==> src/rtl/bridge_arbiter.sv <==
// Single-lane bridge arbiter: alternates east/west grants with minimum/maximum
// green time, an all-stop clearance phase and lane occupancy tracking.
module bridge_arbiter #(
  parameter int unsigned GREEN_MIN = 4,
  parameter int unsigned GREEN_MAX = 16,
  parameter int unsigned CLEAR_CYC = 2
) (
  input  logic       clk,
  input  logic       rst_n,
  input  logic       req_e,
  input  logic       req_w,
  input  logic       enter,
  input  logic       leave,
  output logic       grant_e,
  output logic       grant_w,
  output logic       idle,
  output logic [2:0] occ,
  output logic       err
);

  typedef enum logic [2:0] {
    IDLE    = 3'd0,
    GRANT_E = 3'd1,
    GRANT_W = 3'd2,
    CLEAR_E = 3'd3,
    CLEAR_W = 3'd4
  } state_t;

  localparam logic [7:0] MIN_M1 = 8'(GREEN_MIN - 1);
  localparam logic [7:0] MAX_M1 = 8'(GREEN_MAX - 1);
  localparam logic [7:0] CLR_M1 = 8'(CLEAR_CYC - 1);

  state_t     state_q, state_d;
  logic [7:0] timer_q, timer_d;
  logic       last_w_q, last_w_d;
  logic [2:0] occ_q, occ_d;
  logic       err_q, err_d;
  logic       grant_e_q, grant_w_q, idle_q;

  always_comb begin
    state_d  = state_q;
    last_w_d = last_w_q;
    unique case (state_q)
      IDLE: begin
        // Tie goes to the side that was not served last.
        if (req_e && req_w)  state_d = last_w_q ? GRANT_E : GRANT_W;
        else if (req_e)      state_d = GRANT_E;
        else if (req_w)      state_d = GRANT_W;
      end
      GRANT_E: begin
        if ((timer_q >= MIN_M1 && !req_e) || (timer_q >= MAX_M1 && req_w))
          state_d = CLEAR_E;
      end
      GRANT_W: begin
        if ((timer_q >= MIN_M1 && !req_w) || (timer_q >= MAX_M1 && req_e))
          state_d = CLEAR_W;
      end
      CLEAR_E: begin
        if (timer_q >= CLR_M1 && occ_q == 3'd0) begin
          if (req_w)      state_d = GRANT_W;
          else if (req_e) state_d = GRANT_E;
          else            state_d = IDLE;
        end
      end
      CLEAR_W: begin
        if (timer_q >= CLR_M1 && occ_q == 3'd0) begin
          if (req_e)      state_d = GRANT_E;
          else if (req_w) state_d = GRANT_W;
          else            state_d = IDLE;
        end
      end
      default: state_d = IDLE;
    endcase

    if (state_d == GRANT_E && state_q != GRANT_E) last_w_d = 1'b0;
    if (state_d == GRANT_W && state_q != GRANT_W) last_w_d = 1'b1;
  end

  always_comb begin
    if (state_d != state_q)  timer_d = '0;
    else if (timer_q == '1)  timer_d = timer_q;
    else                     timer_d = timer_q + 8'd1;
  end

  // Occupancy saturates at both ends; every anomaly latches err.
  always_comb begin
    occ_d = occ_q;
    err_d = err_q;
    if (enter && !leave) begin
      if (occ_q == 3'd7) err_d = 1'b1;
      else               occ_d = occ_q + 3'd1;
    end else if (leave && !enter) begin
      if (occ_q == 3'd0) err_d = 1'b1;
      else               occ_d = occ_q - 3'd1;
    end
    if (enter && !grant_e_q && !grant_w_q) err_d = 1'b1;
  end

  always_ff @(posedge clk or negedge rst_n) begin
    if (!rst_n) begin
      state_q   <= IDLE;
      timer_q   <= '0;
      last_w_q  <= 1'b1;
      occ_q     <= '0;
      err_q     <= 1'b0;
      grant_e_q <= 1'b0;
      grant_w_q <= 1'b0;
      idle_q    <= 1'b1;
    end else begin
      state_q   <= state_d;
      timer_q   <= timer_d;
      last_w_q  <= last_w_d;
      occ_q     <= occ_d;
      err_q     <= err_d;
      grant_e_q <= (state_d == GRANT_E);
      grant_w_q <= (state_d == GRANT_W);
      idle_q    <= (state_d == IDLE);
    end
  end

  assign grant_e = grant_e_q;
  assign grant_w = grant_w_q;
  assign idle    = idle_q;
  assign occ     = occ_q;
  assign err     = err_q;

endmodule

==> config.mk <==
export PLATFORM = sky130hd
export DESIGN_NAME = bridge_arbiter
export DESIGN_NICKNAME = d
export VERILOG_FILES = /design/src/rtl/bridge_arbiter.sv
export SDC_FILE = /design/constraint.sdc
export NUM_CORES = 1
export LEC_CHECK = 0
export ABC_CLOCK_PERIOD_IN_PS = 3330
export CAP_MARGIN = 15
export CORE_ASPECT_RATIO = 0.9
export CORE_MARGIN = 4
export CORE_UTILIZATION = 40
export DETAILED_ROUTE_END_ITERATION = 16
export GPL_TIMING_DRIVEN = 0
export PLACE_DENSITY_LB_ADDON = 0.08
export SETUP_SLACK_MARGIN = 0.15
export SLEW_MARGIN = 30
export SYNTH_ARGS = -nofsm -noshare
export SYNTH_HDL_FRONTEND = slang
export SYNTH_SLANG_ARGS = --single-unit
==> constraint.sdc <==
create_clock -name clk -period 3.33 [get_ports clk]
set_input_delay 0.999 -clock clk [delete_from_list [all_inputs] [get_ports clk]]
set_output_delay 0.999 -clock clk [all_outputs]
set_load 0.02 [all_outputs]
## After elaboration in Yosys (flattened, before gate mapping)

Cells that the tools add are included.
W data, S select, Z words.

- Register bits: 19

- Add/sub/neg operators: 3
- $lt $le $gt $ge: 3
- Eq/ne operators: 15
- Multiplexer cells: 26
- Reductions and logical operators: 29

Operators by type and width:

| cell | number |
|---|---|
| $mux W3 | 11 |
| $mux W8 | 2 |
| $pmux W3 S5 | 1 |
| $logic_and A1 B1 Y1 | 12 |
| $eq A3 B2 Y1 const B | 3 |
| $logic_not A3 Y1 | 3 |
| $add A8 B1 Y8 const B | 1 |
| $eq A8 B8 Y1 const B | 1 |
| $ge A8 B1 Y1 const B | 1 |
| $ge A8 B2 Y1 const B | 1 |
| $ge A8 B4 Y1 const B | 1 |
| $mux W1 | 8 |
| $mux W2 | 4 |
| $eq A3 B1 Y1 const B | 2 |
| $eq A3 B3 Y1 const B | 2 |
| $logic_not A1 Y1 | 6 |
| $ne A3 B1 Y1 const B | 2 |
| $reduce_and A3 Y1 | 2 |
| $reduce_bool A3 Y1 | 2 |
| $ne A2 B2 Y1 const B | 2 |
| $reduce_bool A2 Y1 | 2 |
| $add A3 B1 Y3 const B | 1 |
| $ne A3 B2 Y1 const B | 1 |
| $ne A3 B3 Y1 | 1 |
| 3 further kinds | 4 |

## Longest topological paths before layout

- Depth in word-level cells: 9
- Depth in mapped cells: 8

## Worst setup path after synthesis

OpenSTA, ideal clock, no wires.

- Kind: input to register
- Start: input port leave
- End: register occ_q[2], in the netlist occ[2]
- Setup time: 0.094 ns
- Arrival time: 2.411 ns
- Data required time: 3.236 ns
- Setup slack: 0.825 ns
- Stages on the path: 8
- Buffers on the path: 0
- Cells stage by stage: inv_1 -> ha_1 -> inv_1 -> fa_1 -> or3_1 -> nand2_1 -> nor2_1 -> a211oi_1

- Longest elaborated chain between the ends: 4

RTL lines:

| what | line | RTL |
|---|---|---|
| from (decl) | 13 | `input logic leave,` |
| $logic_not A1 Y1 | 89 | `if (enter && !leave) begin` |
| $logic_and A1 B1 Y1 | 89 |  |
| $ne A2 B2 Y1 (no line), or another cell as far along | - |  |
| $reduce_and A3 Y1 (no line) | - |  |
| to (signal assigned) | 104 | `occ_q <= '0;` |
| to (signal assigned) | 113 | `occ_q <= occ_d;` |
| to (decl) | 36 | `logic [2:0] occ_q, occ_d;` |

Several ways; a longest one is shown, not always the timed one.
A chain may end at the register's enable or synchronous reset.

## Worst setup path in the final report

- Start: input port req_w
- End: register timer_q[2]

- Longest elaborated chain between the ends: 7

RTL lines:

| what | line | RTL |
|---|---|---|
| from (decl) | 11 | `input logic req_w,` |
| $logic_not A1 Y1 | 55 | `if ((timer_q >= MIN_M1 && !req_w) \|\| (timer_q >= MAX_M1 && req_e))` |
| $logic_and A1 B1 Y1 | 55 |  |
| $logic_or A1 B1 Y1 | 55 |  |
| $mux W3 | 55 |  |
| $pmux W3 S5 * | 43 | `unique case (state_q)` |
| $ne A3 B3 Y1 * | 80 | `if (state_d != state_q) timer_d = '0;` |
| $ne A2 B2 Y1 (no line) / $mux W8 (equally long branches) | - |  |
| to (signal assigned) | 111 | `timer_q <= timer_d;` |
| to (decl) | 34 | `logic [7:0] timer_q, timer_d;` |

Every way passes the cells marked *; elsewhere a longest branch is shown, timed or not.

==> impl_metrics.env <==
export IMPL_status="completed"
export IMPL_rsz0062_at_grt="no"
export IMPL_min_delay_path_depth=2
export IMPL_regArea_sq_um=478.0
export IMPL_cts_resized=0
export IMPL_start_util=0.4174
export IMPL_critPathMaxFanout=9
export IMPL_powerDensity_nw_per_um2=780.5
export IMPL_core_sq_um=3378
export IMPL_ant_nets=0
export IMPL_cts_max_path_buffers=2
export IMPL_p_leak_nw=0.6636
export IMPL_grt_overflow=0
export IMPL_antenna_found_initial=0
export IMPL_hold_class="reg2reg"
export IMPL_path_clk_slew_ps=70
export IMPL_cpMaxStageDelayCell="clkdlybuf4s50_1"
export IMPL_cp_depth=6
export IMPL_synth_cell_type_count=54
export IMPL_finalMaxSlewViolations=0
export IMPL_grt_pass1_vias=1161
export IMPL_fp_row_count=20
export IMPL_ir_drop_v=0.0003273
export IMPL_nNetsFinal=187
export IMPL_holdBufCountCts=0
export IMPL_fill_cells=345
export IMPL_syn_avg_cell_area_sq_um=8.869
export IMPL_post_cts_setup_buffers=0
export IMPL_max_stage_delay_ps=640
export IMPL_hpwl_um=2312
export IMPL_wl_per_cell_um=14.42
export IMPL_critPathBufInv=2
export IMPL_drc=0
export IMPL_io_pins=13
export IMPL_netlist_instances=159
export IMPL_period_share=0.8768
export IMPL_grt_pass1_wl_um=5354
export IMPL_clock_fmax_ghz=0.3425
export IMPL_yosys_warnings=0
export IMPL_min_period_ps=2920
export IMPL_antenna_cells=0
export IMPL_yosysSeqAreaShare=0.3390
export IMPL_drt_initial_drc_count=80
export IMPL_clock_sinks=19
export IMPL_die_h_um=64.33
export IMPL_finClkSkew_ps=4.493
export IMPL_slew_headroom=0.5052
export IMPL_crit_family="compound AO/OA/AOI/OAI gates"
export IMPL_end_kind="flop"
export IMPL_grt_max_degree=20
export IMPL_path_cells="clkdlybuf4s50_1 -> inv_1 -> a221oi_1 -> nor4_1 -> a21oi_1 -> nor3_1"
export IMPL_finalSetupViolCount=0
export IMPL_critical_path_required_ps=3440
export IMPL_firstDrtPassIters=4
export IMPL_clock_latency_ps=250
export IMPL_routed_wirelength_um=3144
export IMPL_synthFlopType="dfrtp_1"
export IMPL_synth_edf_count=0
export IMPL_area_growth_pct=14.55
export IMPL_cts_buffers=3
export IMPL_vias=1248
export IMPL_grt_use_total=0.1462
export IMPL_setup_tns_ps=0
export IMPL_port_buffers=11
export IMPL_cts_tree="built"
export IMPL_worst_pin_slew_ps=742.1
export IMPL_worstSetupPathType="in2reg"
export IMPL_cts_htree_levels=1
export IMPL_hold_viol_final=0
export IMPL_synth_area_sq_um=1410
export IMPL_gp_congestion=0.8736
export IMPL_arrival_ps=3030
export IMPL_layout_drive_gt1_share=0.1322
export IMPL_multiInputGateArea_sq_um=862.1
export IMPL_max_cap_violations=0
export IMPL_clockRootBuffer="clkbuf_8"
export IMPL_total_power_mw=1.261
export IMPL_r2r_cells=5
export IMPL_die_area_sq_um=4540
export IMPL_syn_num_nets=171
export IMPL_ys_seq_elements=19
export IMPL_critPathLaunchType="primary input"
export IMPL_synth_async_sr_flop_share=1.000
export IMPL_vias_per_cell=5.725
export IMPL_die_x_um=70.59
## flip-flops by register name (all words and copies together), names as in the netlist
| signal | count |
|---|---|
| timer_q | 8 |
| idle | 1 |
| occ | 3 |
| grant_e | 1 |
| state_q | 3 |
| last_w_q | 1 |
| grant_w | 1 |
| err | 1 |
## stage by stage
stage          hold WS, ps    util  cell area (sq um)  setup WS [ps]  std cells
3_3_place_gp         455.4  0.4663               1575          217.0        214
2_1_floorplan        498.5       -               1410          824.8        159
4_1_cts              484.3  0.4796               1620          417.6        218
6_report             478.7  0.4781               1615          410.4        218
5_1_grt              502.0  0.4781               1615          189.3        218
3_5_place_dp         469.0  0.4663               1575          154.8        214
## final timing paths
check / slack (ps) / start / end
min in group asynchronous: 670 / rst_n / timer_q[3]
worst min-delay path: 480 / err / err
worst max register to register: 790 / occ[0] / timer_q[2]
worst min register to register: 480 / err / err
worst max-delay path: 410 / req_w / timer_q[2]
max in group asynchronous: 2330 / rst_n / last_w_q
## routing by layer
metal | part of all wire | wire [um] | global-route usage
met1 | 0.49 | 1531 | 0.1901
met3 | 0.038 | 119 | 0.03459
met5 | 0 | 0 | 0
met4 | 0.0092 | 29 | 0.04225
met2 | 0.47 | 1464 | 0.2418
## synthesized netlist by cell type, types with 3 or more instances
cell type | n | area share
a211oi_1 | 3 | 0.016
a21oi_1 | 7 | 0.025
a31oi_1 | 3 | 0.013
and3_1 | 5 | 0.022
clkbuf_1 | 4 | 0.011
dfrtp_1 | 17 | 0.30
ha_1 | 5 | 0.044
inv_1 | 10 | 0.027
nand2_1 | 14 | 0.037
nand2b_1 | 3 | 0.013
nand3_1 | 6 | 0.021
nand4_1 | 3 | 0.013
nor2_1 | 11 | 0.029
nor3_1 | 12 | 0.043
o21ai_0 | 7 | 0.025
## cell type report
class	count	share of cell area
Clock buffer	4	0.02789
Multi-Input combinational cell	123	0.5337
Timing Repair Buffer	11	0.06507
Buffer	7	0.02014
Tap cell	44	0.03408
Inverter	10	0.02324
Sequential cell	19	0.2959
## cells in the final DEF (no fill, tap or decap), types with 6 or more instances in the layout
master	count
nor3_1	12
a21oi_1	7
inv_1	10
clkdlybuf4s50_1	10
dfrtp_1	17
nor2_1	11
nand2_1	14
o21ai_0	7
nand3_1	6
## cells by family after synthesis
logic type | after synthesis | share of synthesized area
and+or+nand+nor | 76 | 0.3212
AOI/OAI and AO/OA | 37 | 0.1996
DFF | 19 | 0.3390
buffers and inverters | 17 | 0.04969
adders and majority gates | 6 | 0.05856
muxes | 3 | 0.02573
xor gates and xnor gates | 1 | 0.006212
## worst reg2reg max path, stage by stage (launching register included)
cell     delay (ps)
dfrtp_1         500
or3_1           460
a21oi_2         320
mux2_4          380
o41ai_4         630
nor3_1          110
## power breakdown
group          switching (mW)  internal [mW]  total [mW]
Clock                  0.0752         0.0850       0.160
Combinational           0.395          0.310       0.705
Sequential             0.0877          0.308       0.395
No activity file was read; power rests on OpenSTA's default activity.
